===== src/rtl/fht_input_loader_if.sv =====
// Sample-stream, start handshake and shared bank write-port bundle for fht_input_loader.
// The slave modport is the loader's view; the master modport is the feeder/FHT-core side.
`timescale 1ns/1ps

interface fht_input_loader_if #(
  parameter int A_BIT = 8,
  parameter int D_BIT = 16
);
  logic [D_BIT-1:0] iDATA;
  logic             iVALID;
  logic             oREADY;
  logic             iFHT_RDY;
  logic             oSTART;
  logic [D_BIT-1:0] oDATA;
  logic [A_BIT-1:0] oADDR;
  logic [3:0]       oWE;
  logic             oBUSY;

  modport master (
    output iDATA, iVALID, iFHT_RDY,
    input  oREADY, oSTART, oDATA, oADDR, oWE, oBUSY
  );

  modport slave (
    input  iDATA, iVALID, iFHT_RDY,
    output oREADY, oSTART, oDATA, oADDR, oWE, oBUSY
  );
endinterface


===== src/rtl/fht_input_loader.sv =====
// Loads one N = 4*2^A_BIT sample frame into the four FHT RAM banks, then starts the core.
// Define FHT_LOAD_BITREV_EN for bit-reversed placement; otherwise samples land in natural order.
`timescale 1ns/1ps

module fht_input_loader #(
  parameter int A_BIT = 8,
  parameter int D_BIT = 16
) (
  input logic               iCLK,
  input logic               iRESET,
  fht_input_loader_if.slave bus
);

  localparam int             K_BIT  = A_BIT + 2;
  localparam logic [K_BIT-1:0] K_LAST = '1;

  localparam logic [2:0] S_IDLE      = 3'd0;
  localparam logic [2:0] S_LOAD      = 3'd1;
  localparam logic [2:0] S_FIRE      = 3'd2;
  localparam logic [2:0] S_WAIT_BUSY = 3'd3;
  localparam logic [2:0] S_WAIT_DONE = 3'd4;

  logic [2:0]       r_state;
  logic [K_BIT-1:0] r_k;
  logic [D_BIT-1:0] r_data;
  logic [A_BIT-1:0] r_addr;
  logic [3:0]       r_we;
  logic             r_start;
  logic             r_busy;
  logic [2:0]       r_wait;

  logic             w_ready;
  logic             w_xfer;
  logic [K_BIT-1:0] w_r;
  logic [1:0]       w_bank;
  logic [A_BIT-1:0] w_addr;

  // A frame only accepts samples while the core is idle; a core started
  // elsewhere mid-frame freezes k until it reports ready again.
  assign w_ready = ~iRESET & bus.iFHT_RDY &
                   ((r_state == S_IDLE) | (r_state == S_LOAD));
  assign w_xfer  = bus.iVALID & w_ready;

`ifdef FHT_LOAD_BITREV_EN
  always_comb begin
    // NOTE: default every always_comb output first so no path leaves it unassigned and infers a latch.
    w_r = '0;
    for (int i = 0; i < K_BIT; i++) begin
      w_r[i] = r_k[K_BIT-1-i];
    end
  end
`else
  assign w_r = r_k;
`endif

  assign w_bank = w_r[1:0];
  assign w_addr = w_r[K_BIT-1:2];

  // NOTE: sequential state uses non-blocking assignments so every register samples pre-edge values.
  always_ff @(posedge iCLK or posedge iRESET) begin
    if (iRESET) begin
      r_k    <= '0;
      r_data <= '0;
      r_addr <= '0;
      r_we   <= '0;
    end else begin
      r_we <= '0;
      if (w_xfer) begin
        r_k    <= r_k + 1'b1;
        r_data <= bus.iDATA;
        r_addr <= w_addr;
        r_we   <= 4'b0001 << w_bank;
      end
    end
  end

  always_ff @(posedge iCLK or posedge iRESET) begin
    if (iRESET) begin
      r_state <= S_IDLE;
      r_start <= 1'b0;
      r_busy  <= 1'b0;
      r_wait  <= '0;
    end else begin
      r_start <= 1'b0;
      case (r_state)
        S_IDLE: begin
          if (w_xfer) begin
            r_busy  <= 1'b1;
            r_state <= S_LOAD;
          end
        end
        S_LOAD: begin
          if (w_xfer && (r_k == K_LAST)) begin
            r_state <= S_FIRE;
          end
        end
        S_FIRE: begin
          r_start <= 1'b1;
          r_wait  <= '0;
          r_state <= S_WAIT_BUSY;
        end
        S_WAIT_BUSY: begin
          // A start the core missed is retried once; r_wait then saturates.
          if (!bus.iFHT_RDY) begin
            r_state <= S_WAIT_DONE;
          end else if (r_wait != 3'd4) begin
            r_wait <= r_wait + 3'd1;
            if (r_wait == 3'd3) begin
              r_start <= 1'b1;
            end
          end
        end
        S_WAIT_DONE: begin
          if (bus.iFHT_RDY) begin
            r_busy  <= 1'b0;
            r_state <= S_IDLE;
          end
        end
        default: r_state <= S_IDLE;
      endcase
    end
  end

  assign bus.oREADY = w_ready;
  assign bus.oSTART = r_start;
  assign bus.oDATA  = r_data;
  assign bus.oADDR  = r_addr;
  assign bus.oWE    = r_we;
  assign bus.oBUSY  = r_busy;

  // Bank ports are shared with the core's mixer: at most one bank per cycle, never during a start.
  a_we_onehot: assert property (@(posedge iCLK) disable iff (iRESET) $onehot0(bus.oWE));
  a_we_vs_start: assert property (@(posedge iCLK) disable iff (iRESET)
                                  !((bus.oWE != 4'b0) && bus.oSTART));
  a_start_phase: assert property (@(posedge iCLK) disable iff (iRESET)
                                  bus.oSTART |-> (r_state == S_WAIT_BUSY));

endmodule


===== src/flat_wrapper.sv =====
// flat-port wrapper written by rule: the top's interface ports become plain ports
module fht_input_loader_flat 
#(
  parameter int A_BIT = 8,
  parameter int D_BIT = 16
)
  (iCLK, iRESET, bus_iDATA, bus_iVALID, bus_iFHT_RDY, bus_oREADY, bus_oSTART, bus_oDATA, bus_oADDR, bus_oWE, bus_oBUSY);
  fht_input_loader_if #(.A_BIT(A_BIT), .D_BIT(D_BIT)) bus_i ();
  input logic iCLK;
  input logic iRESET;
  input wire logic [$bits(bus_i.iDATA)-1:0] bus_iDATA;
  input wire logic [$bits(bus_i.iVALID)-1:0] bus_iVALID;
  input wire logic [$bits(bus_i.iFHT_RDY)-1:0] bus_iFHT_RDY;
  output wire logic [$bits(bus_i.oREADY)-1:0] bus_oREADY;
  output wire logic [$bits(bus_i.oSTART)-1:0] bus_oSTART;
  output wire logic [$bits(bus_i.oDATA)-1:0] bus_oDATA;
  output wire logic [$bits(bus_i.oADDR)-1:0] bus_oADDR;
  output wire logic [$bits(bus_i.oWE)-1:0] bus_oWE;
  output wire logic [$bits(bus_i.oBUSY)-1:0] bus_oBUSY;
  assign bus_i.iDATA = bus_iDATA;
  assign bus_i.iVALID = bus_iVALID;
  assign bus_i.iFHT_RDY = bus_iFHT_RDY;
  assign bus_oREADY = bus_i.oREADY;
  assign bus_oSTART = bus_i.oSTART;
  assign bus_oDATA = bus_i.oDATA;
  assign bus_oADDR = bus_i.oADDR;
  assign bus_oWE = bus_i.oWE;
  assign bus_oBUSY = bus_i.oBUSY;
  fht_input_loader #(.A_BIT(A_BIT), .D_BIT(D_BIT)) u_core (.iCLK(iCLK), .iRESET(iRESET), .bus(bus_i));
endmodule

===== config.mk =====
export PLATFORM = sky130hd
export DESIGN_NAME = fht_input_loader_flat
export DESIGN_NICKNAME = d
export VERILOG_FILES = /design/src/rtl/fht_input_loader_if.sv /design/src/rtl/fht_input_loader.sv /design/src/flat_wrapper.sv
export SDC_FILE = /design/constraint.sdc
export NUM_CORES = 1
export LEC_CHECK = 0
export CAP_MARGIN = 20
export CORE_ASPECT_RATIO = 2
export CORE_UTILIZATION = 49
export CTS_BUF_LIST = sky130_fd_sc_hd__clkbuf_16
export CTS_CLUSTER_SIZE = 30
export DETAILED_ROUTE_END_ITERATION = 7
export GPL_TIMING_DRIVEN = 0
export PLACE_DENSITY = 0.82
export SKIP_LAST_GASP = 1
export SLEW_MARGIN = 15
export SYNTH_ARGS = -nofsm -noshare
export SYNTH_HDL_FRONTEND = slang
export SYNTH_SLANG_ARGS = --single-unit

===== constraint.sdc =====
create_clock -name iCLK -period 2.65 [get_ports iCLK]
set_clock_uncertainty 0.1 [all_clocks]
set_input_delay 0.3975 -clock iCLK [delete_from_list [all_inputs] [get_ports iCLK]]
set_output_delay 0.3975 -clock iCLK [all_outputs]
set_load 0.05 [all_outputs]

==> out/results.txt, run 1 <==
vias in the first global route - 1,471
post-synthesis register bit count - 46
worst r2r src - u_core.r_state[2]$_DFFE_PP0P_
Final nets - 231
Detail Route Antenna Nets - 0
post-synth top area share - 55.9%
Most used DFF post-synth - dfrtp_1
first-pass GRT wire length - 6.58 mm
Pins Over Slew Limit - 0
router iterations before antenna repair - 4
Post-synth EDFFs - 0
period utilisation layout - 97.5%
core box area - 4050 um^2
Die Y - 93.7 um
Routed WL - 4.28 mm
Least-Margin Pin Slew - 0.512 ns
ANT cells - 0
initial antenna violation count - 0
CP peak stage delay - 0.60 ns
post-route core utilization - 69.0%
CTS Root Cell - clkbuf_16
slowest CP cell - clkdlybuf4s50_1
Vias/cell - 5.25
Req. time, crit path - 2.15 ns
initial cell density of the core - 50.9%
GRT Residual Overflow - 0
Syn Area/Cell - 14.1 um^2
crit-path cells - clkdlybuf4s50_1, or4b_1, buf_6, inv_8, clkdlybuf4s15_2
Crit Reg-Reg Endpoint - u_core.bus.oDATA[9]$_DFFE_PP0P_
Slew Limit Headroom - 65.7%
post-synth cell types - 33
P per Cell Area - 815 nW/um^2
crit-path leading delay family - buffers and inverters
area of the mapped netlist - 2060 um^2
clock-pin slew on the worst setup and hold paths - 0.07 ns
Avg WL per Cell - 16.6 um
status - finished clean
P&R area growth vs syn - 35.6%
row count - 33
post-place instance area - 2650 um^2
synth top area cells - dfrtp_1, mux2_4, ha_1
htree depth - 2
Final Setup Violations - 0
Reg2Reg Depth - 6
Num CTS Buffers - 5
CTS Sinks - 46
Post-route DRC - 0
Final Hold Fails - 0
Die ar. - 4480 um^2
Worst Hold Class - input port to asynchronous set/reset pin
CTS tree - yes
setup TNS - 0 ns
Post-Syn Nets - 173
Critical Path Start Type - input port
dpl hpwl - 3.20 mm
commonest cells in the synthesized netlist - dfrtp_1, mux2_4, inv_1, ha_1, mux2_2
crit path max fanout - 9
Ys Warns - 0
WP buf/inv - 4
Fin Hold WS - 0.369 ns
Achievable Freq - 387 MHz
CP arrival - 2.09 ns
Final min period - 2.58 ns
final worst slack - 0.0671 ns
Final Non-Filler Cells - 257
crit path capture type - output pin
fraction of layout cells with a size suffix above 1 - 22.4%
Cells after Synth - 146
largest net degree at the start of global routing - 29
Placed Cells - 249
dpl ws - -0.370 ns
total track usage - 21.1%
via count - 1,349
die extent in x - 47.9 um
r2r setup slk - 0.63 ns
post-synthesis sequential area ratio - 55.9%
Post-CTS Repair Setup Buffers - 0
post-route cell area - 2790 um^2
Max-cap violations - 0
most frequent cell after synthesis - dfrtp_1
Max Root-Sink Buffers - 2
stages on the worst setup path - 5
routability cong. - 0.738
IO Pins - 51
Yosys top cell by area - dfrtp_1
P_leak - 1.34 nW
Async SR Flop Fraction - 100%
Power, Total - 2.28 mW
Crit Path Class - input port to output pin
Worst VDD drop - 0.550 mV
Starting DRT DRC Count - 14
clock latency on the worst-skew pair - 0.29 ns
RSZ-0062 raised after global routing - no
Port Buffers - 50
[state kept, by name, indices dropped and copies added (netlist names)]
register           cells
u_core.bus.oBUSY       1
u_core.r_state         3
u_core.bus.oADDR       8
u_core.bus.oDATA      16
u_core.r_wait          3
u_core.bus.oWE         4
u_core.bus.oSTART      1
u_core.r_k            10
[how the worst max path moves through the flow]
stage | slack (ns) | from | to
5_1_grt | 0.02 | bus_iFHT_RDY | bus_oREADY
4_1_cts | 0.07 | bus_iFHT_RDY | bus_oREADY
6_report | 0.07 | bus_iFHT_RDY | bus_oREADY
3_5_place_dp | -0.37 | bus_iFHT_RDY | bus_oREADY
3_3_place_gp | -0.33 | bus_iFHT_RDY | bus_oREADY
2_1_floorplan | 0.63 | iRESET | u_core.r_state[0]$_DFFE_PP0P_
[placed cells by master, fill, tap and decap left out, types with 2 or more instances in the layout]
master           count
nand3_1              3
o21a_1               2
xor2_1               6
dfrtp_1             46
nand2_1              3
nor3_1               4
nor2b_1              2
o22ai_1              2
clkdlybuf4s50_1     49
inv_1               10
xnor2_1              3
nor2_1               4
buf_12               3
nand4_1              3
and3_2               4
clkbuf_16            5
mux2_2               7
ha_1                 7
nor4_1               4
mux2_4              18
[layout make-up]
type | count | area [um^2]
Clock inverter | 3 | 21.3
Buffer | 4 | 55.1
Inverter | 12 | 52.6
Fill cell | 305 | 1250
Sequential cell | 46 | 1150
Clock buffer | 5 | 125
Tap cell | 52 | 65.1
Timing Repair Buffer | 51 | 522
Multi-Input combinational cell | 84 | 802
[report_power, final]
group / switching, mW / leakage [nW] / total [mW] / internal, mW
combinational: 0.435 / 0.712 / 0.743 / 0.308
sequential: 0.104 / 0.556 / 0.926 / 0.823
clock: 0.259 / 0.0698 / 0.608 / 0.349
total: 0.798 / 1.34 / 2.28 / 1.48
[per-layer routing]
metal	wire length, um	global-route usage (%)	vias to the layer above
met4	123	10.2	0
li1	-	-	617
met2	2510	38.5	52
met1	1450	20.0	666
met5	0	0	-
met3	203	4.62	14
[repair_timing]
action,in CTS,in global routing
hold buffers,0,0
endpoints found under the setup margin,1,0
resized for setup,3,0
[cell families after synthesis]
group | Yosys count | synth area share (%)
compound gates | 10 | 3.40
xor+xnor | 9 | 3.83
fa+ha+maj | 7 | 4.25
buf+inv | 16 | 5.22
flops | 46 | 55.9
mux | 26 | 17.4
simple gates | 32 | 10.0
Power figures use the tool's default switching activity.
==> run 2: changes to the inputs <==
--- a/config.mk
+++ b/config.mk
@@ -7,12 +7,13 @@
 export LEC_CHECK = 0
 export CAP_MARGIN = 20
 export CORE_ASPECT_RATIO = 2
-export CORE_UTILIZATION = 49
+export CORE_MARGIN = 3
+export CORE_UTILIZATION = 52
 export CTS_BUF_LIST = sky130_fd_sc_hd__clkbuf_16
 export CTS_CLUSTER_SIZE = 30
 export DETAILED_ROUTE_END_ITERATION = 7
 export GPL_TIMING_DRIVEN = 0
-export PLACE_DENSITY = 0.82
+export PLACE_DENSITY = 0.84
 export SKIP_LAST_GASP = 1
 export SLEW_MARGIN = 15
 export SYNTH_ARGS = -nofsm -noshare
==> constraint.sdc (replaced) <==
create_clock -name iCLK -period 3 [get_ports iCLK]
set_clock_uncertainty 0.1 [all_clocks]
set_input_delay 0.45 -clock iCLK [delete_from_list [all_inputs] [get_ports iCLK]]
set_output_delay 0.45 -clock iCLK [all_outputs]
set_load 0.05 [all_outputs]
==> out/results.txt, run 2 (synthesis results as in run 1) <==
status - finished clean (unchanged)
Achievable Freq - 349 MHz
htree depth - 2 (unchanged)
Vias/cell - 5.21 (was 5.25)
via count - 1,323 (was 1,349)
ANT cells - 0 (unchanged)
Crit Path Class - input port to output pin (unchanged)
largest net degree at the start of global routing - 29 (unchanged)
clock latency on the worst-skew pair - 0.28 ns (was 0.29 ns)
Avg WL per Cell - 16.8 um (was 16.6 um)
Post-route DRC - 0 (unchanged)
Final Hold Fails - 0 (unchanged)
commonest non-fill, non-tap cell in the layout - clkdlybuf4s50_1 (unchanged)
Die ar. - 4800 um^2 (was 4480 um^2)
Port Buffers - 50 (unchanged)
Least-Margin Pin Slew - 0.516 ns (was 0.512 ns)
setup TNS - 0 ns (unchanged)
Worst VDD drop - 0.615 mV (was 0.550 mV)
P&R area growth vs syn - 36.1% (was 35.6%)
IO Pins - 51 (unchanged)
CTS Sinks - 46 (unchanged)
crit path capture type - output pin (unchanged)
GRT Residual Overflow - 0 (unchanged)
core box area - 3720 um^2 (was 4050 um^2)
row count - 31 (was 33)
Max Root-Sink Buffers - 2 (unchanged)
slowest CP cell - clkdlybuf4s50_1 (unchanged)
dpl hpwl - 3.20 mm (about the same)
routability cong. - 0.714 (was 0.738)
clock-pin slew on the worst setup and hold paths - 0.06 ns (was 0.07 ns)
M1 WL - 1.52 mm (was 1.45 mm)
crit-path cells - clkdlybuf4s50_1, or4b_1, buf_6, inv_8, dlygate4sd2_1 (was clkdlybuf4s50_1, or4b_1, buf_6, inv_8, clkdlybuf4s15_2)
Die Y - 95.0 um (was 93.7 um)
Critical Path Start Type - input port (unchanged)
RSZ-0062 raised after global routing - no (unchanged)
vias in the first global route - 1,426 (was 1,471)
Detail Route Antenna Nets - 0 (unchanged)
Max Used Layer - met4 (unchanged)
r2r setup slk - 0.97 ns (was 0.63 ns)
Register Area - 1150 um^2 (unchanged)
stages on the worst setup path - 5 (unchanged)
commonest cells after routing, fill and taps aside - clkdlybuf4s50_1, dfrtp_1, mux2_4 (unchanged)
CP arrival - 2.32 ns (was 2.09 ns)
Final Setup Violations - 0 (unchanged)
Fillers - 263 (was 305)
crit path max fanout - 9 (unchanged)
Worst Hold Class - input port to asynchronous set/reset pin (unchanged)
worst r2r src - u_core.r_state[2]$_DFFE_PP0P_ (unchanged)
CTS Root Cell - clkbuf_16 (unchanged)
Pins Over Slew Limit - 0 (unchanged)
period utilisation layout - 95.6%
max reg flops - 16 (unchanged)
post-route core utilization - 75.3% (was 69.0%)
initial cell density of the core - 55.3% (was 50.9%)
Routed WL - 4.26 mm (was 4.28 mm)
P_leak - 1.36 nW (was 1.34 nW)
WP buf/inv - 4 (unchanged)
Num CTS Buffers - 5 (unchanged)
met3 WL - 197 um (was 203 um)
crit-path leading delay family - buffers and inverters (unchanged)
fraction of layout cells with a size suffix above 1 - 21.0% (was 22.4%)
first-pass GRT wire length - 6.98 mm (was 6.58 mm)
multi-input combinational cell area - 802 um^2 (unchanged)
initial antenna violation count - 0 (unchanged)
CP peak stage delay - 0.61 ns (was 0.60 ns)
CTS tree - yes (unchanged)
P per Cell Area - 737 nW/um^2 (was 815 nW/um^2)
Reg2Reg Depth - 6 (unchanged)
Final nets - 231 (unchanged)
Req. time, crit path - 2.45 ns (was 2.15 ns)
router iterations before antenna repair - 4 (unchanged)
die extent in x - 50.5 um (was 47.9 um)
routed wl met2 - 2.44 mm (was 2.51 mm)
Slew Limit Headroom - 65.5% (was 65.7%)
Final min period - 2.87 ns
Crit Reg-Reg Endpoint - u_core.bus.oDATA[7]$_DFFE_PP0P_ (was u_core.bus.oDATA[9]$_DFFE_PP0P_)
Max-cap violations - 0 (unchanged)
Starting DRT DRC Count - 17 (was 14)
total track usage - 19.5% (was 21.1%)
CTS Hold Bufs - 0 (unchanged)
-- run 2: worst max path at each step --
stage	from	endpoint	slack (ns)
after floorplan	iRESET	u_core.r_state[0]$_DFFE_PP0P_	0.92
after global routing	bus_iFHT_RDY	bus_oREADY	0.09
final	bus_iFHT_RDY	bus_oREADY	0.13
after detailed placement	bus_iFHT_RDY	bus_oREADY	-0.13
after CTS	bus_iFHT_RDY	bus_oREADY	0.13
after global placement	bus_iFHT_RDY	bus_oREADY	-0.09
-- run 2: where the power goes --
group | internal [mW] | leakage, nW | switching, mW
registers | 0.727 | 0.556 | 0.0864
clock network | 0.387 | 0.0864 | 0.211
logic | 0.271 | 0.714 | 0.384
-- run 2: final cells by class --
| class | count | share of cell area, % |
|---|---|---|
| buffer | 4 | 1.96 |
| clock buffer | 5 | 4.46 |
| clock inverter | 3 | 1.34 |
| inverter | 12 | 1.87 |
| multi-input combinational | 84 | 28.6 |
| sequential | 46 | 41.1 |
| tap | 49 | 2.19 |
| timing repair buffer | 51 | 18.5 |
-- run 2: timing repair --
item,in CTS,in global routing
gates resized for setup,1,0
setup buffers,0,0
setup endpoints to repair,1,0
-- run 2: routing by layer --
layer / vias up / GRT usage (%)
met5: - / 0
met4: 0 / 8.76
li1: 620 / -
met2: 40 / 36.1
met3: 8 / 3.76
met1: 655 / 20.9
-- run 2: through the flow --
stage	cells	cell area, um^2	setup WS (ns)	hold slack, ns	power (mW)
6_report	254	2800	0.132	0.406	2.07
5_1_grt	254	2800	0.0909	0.419	2.15
4_1_cts	254	2800	0.134	0.411	2.09
3_5_place_dp	246	2640	-0.132	0.394	1.48
3_3_place_gp	245	2620	-0.0913	0.374	1.45
2_1_floorplan	146	2060	0.923	0.359	1.25
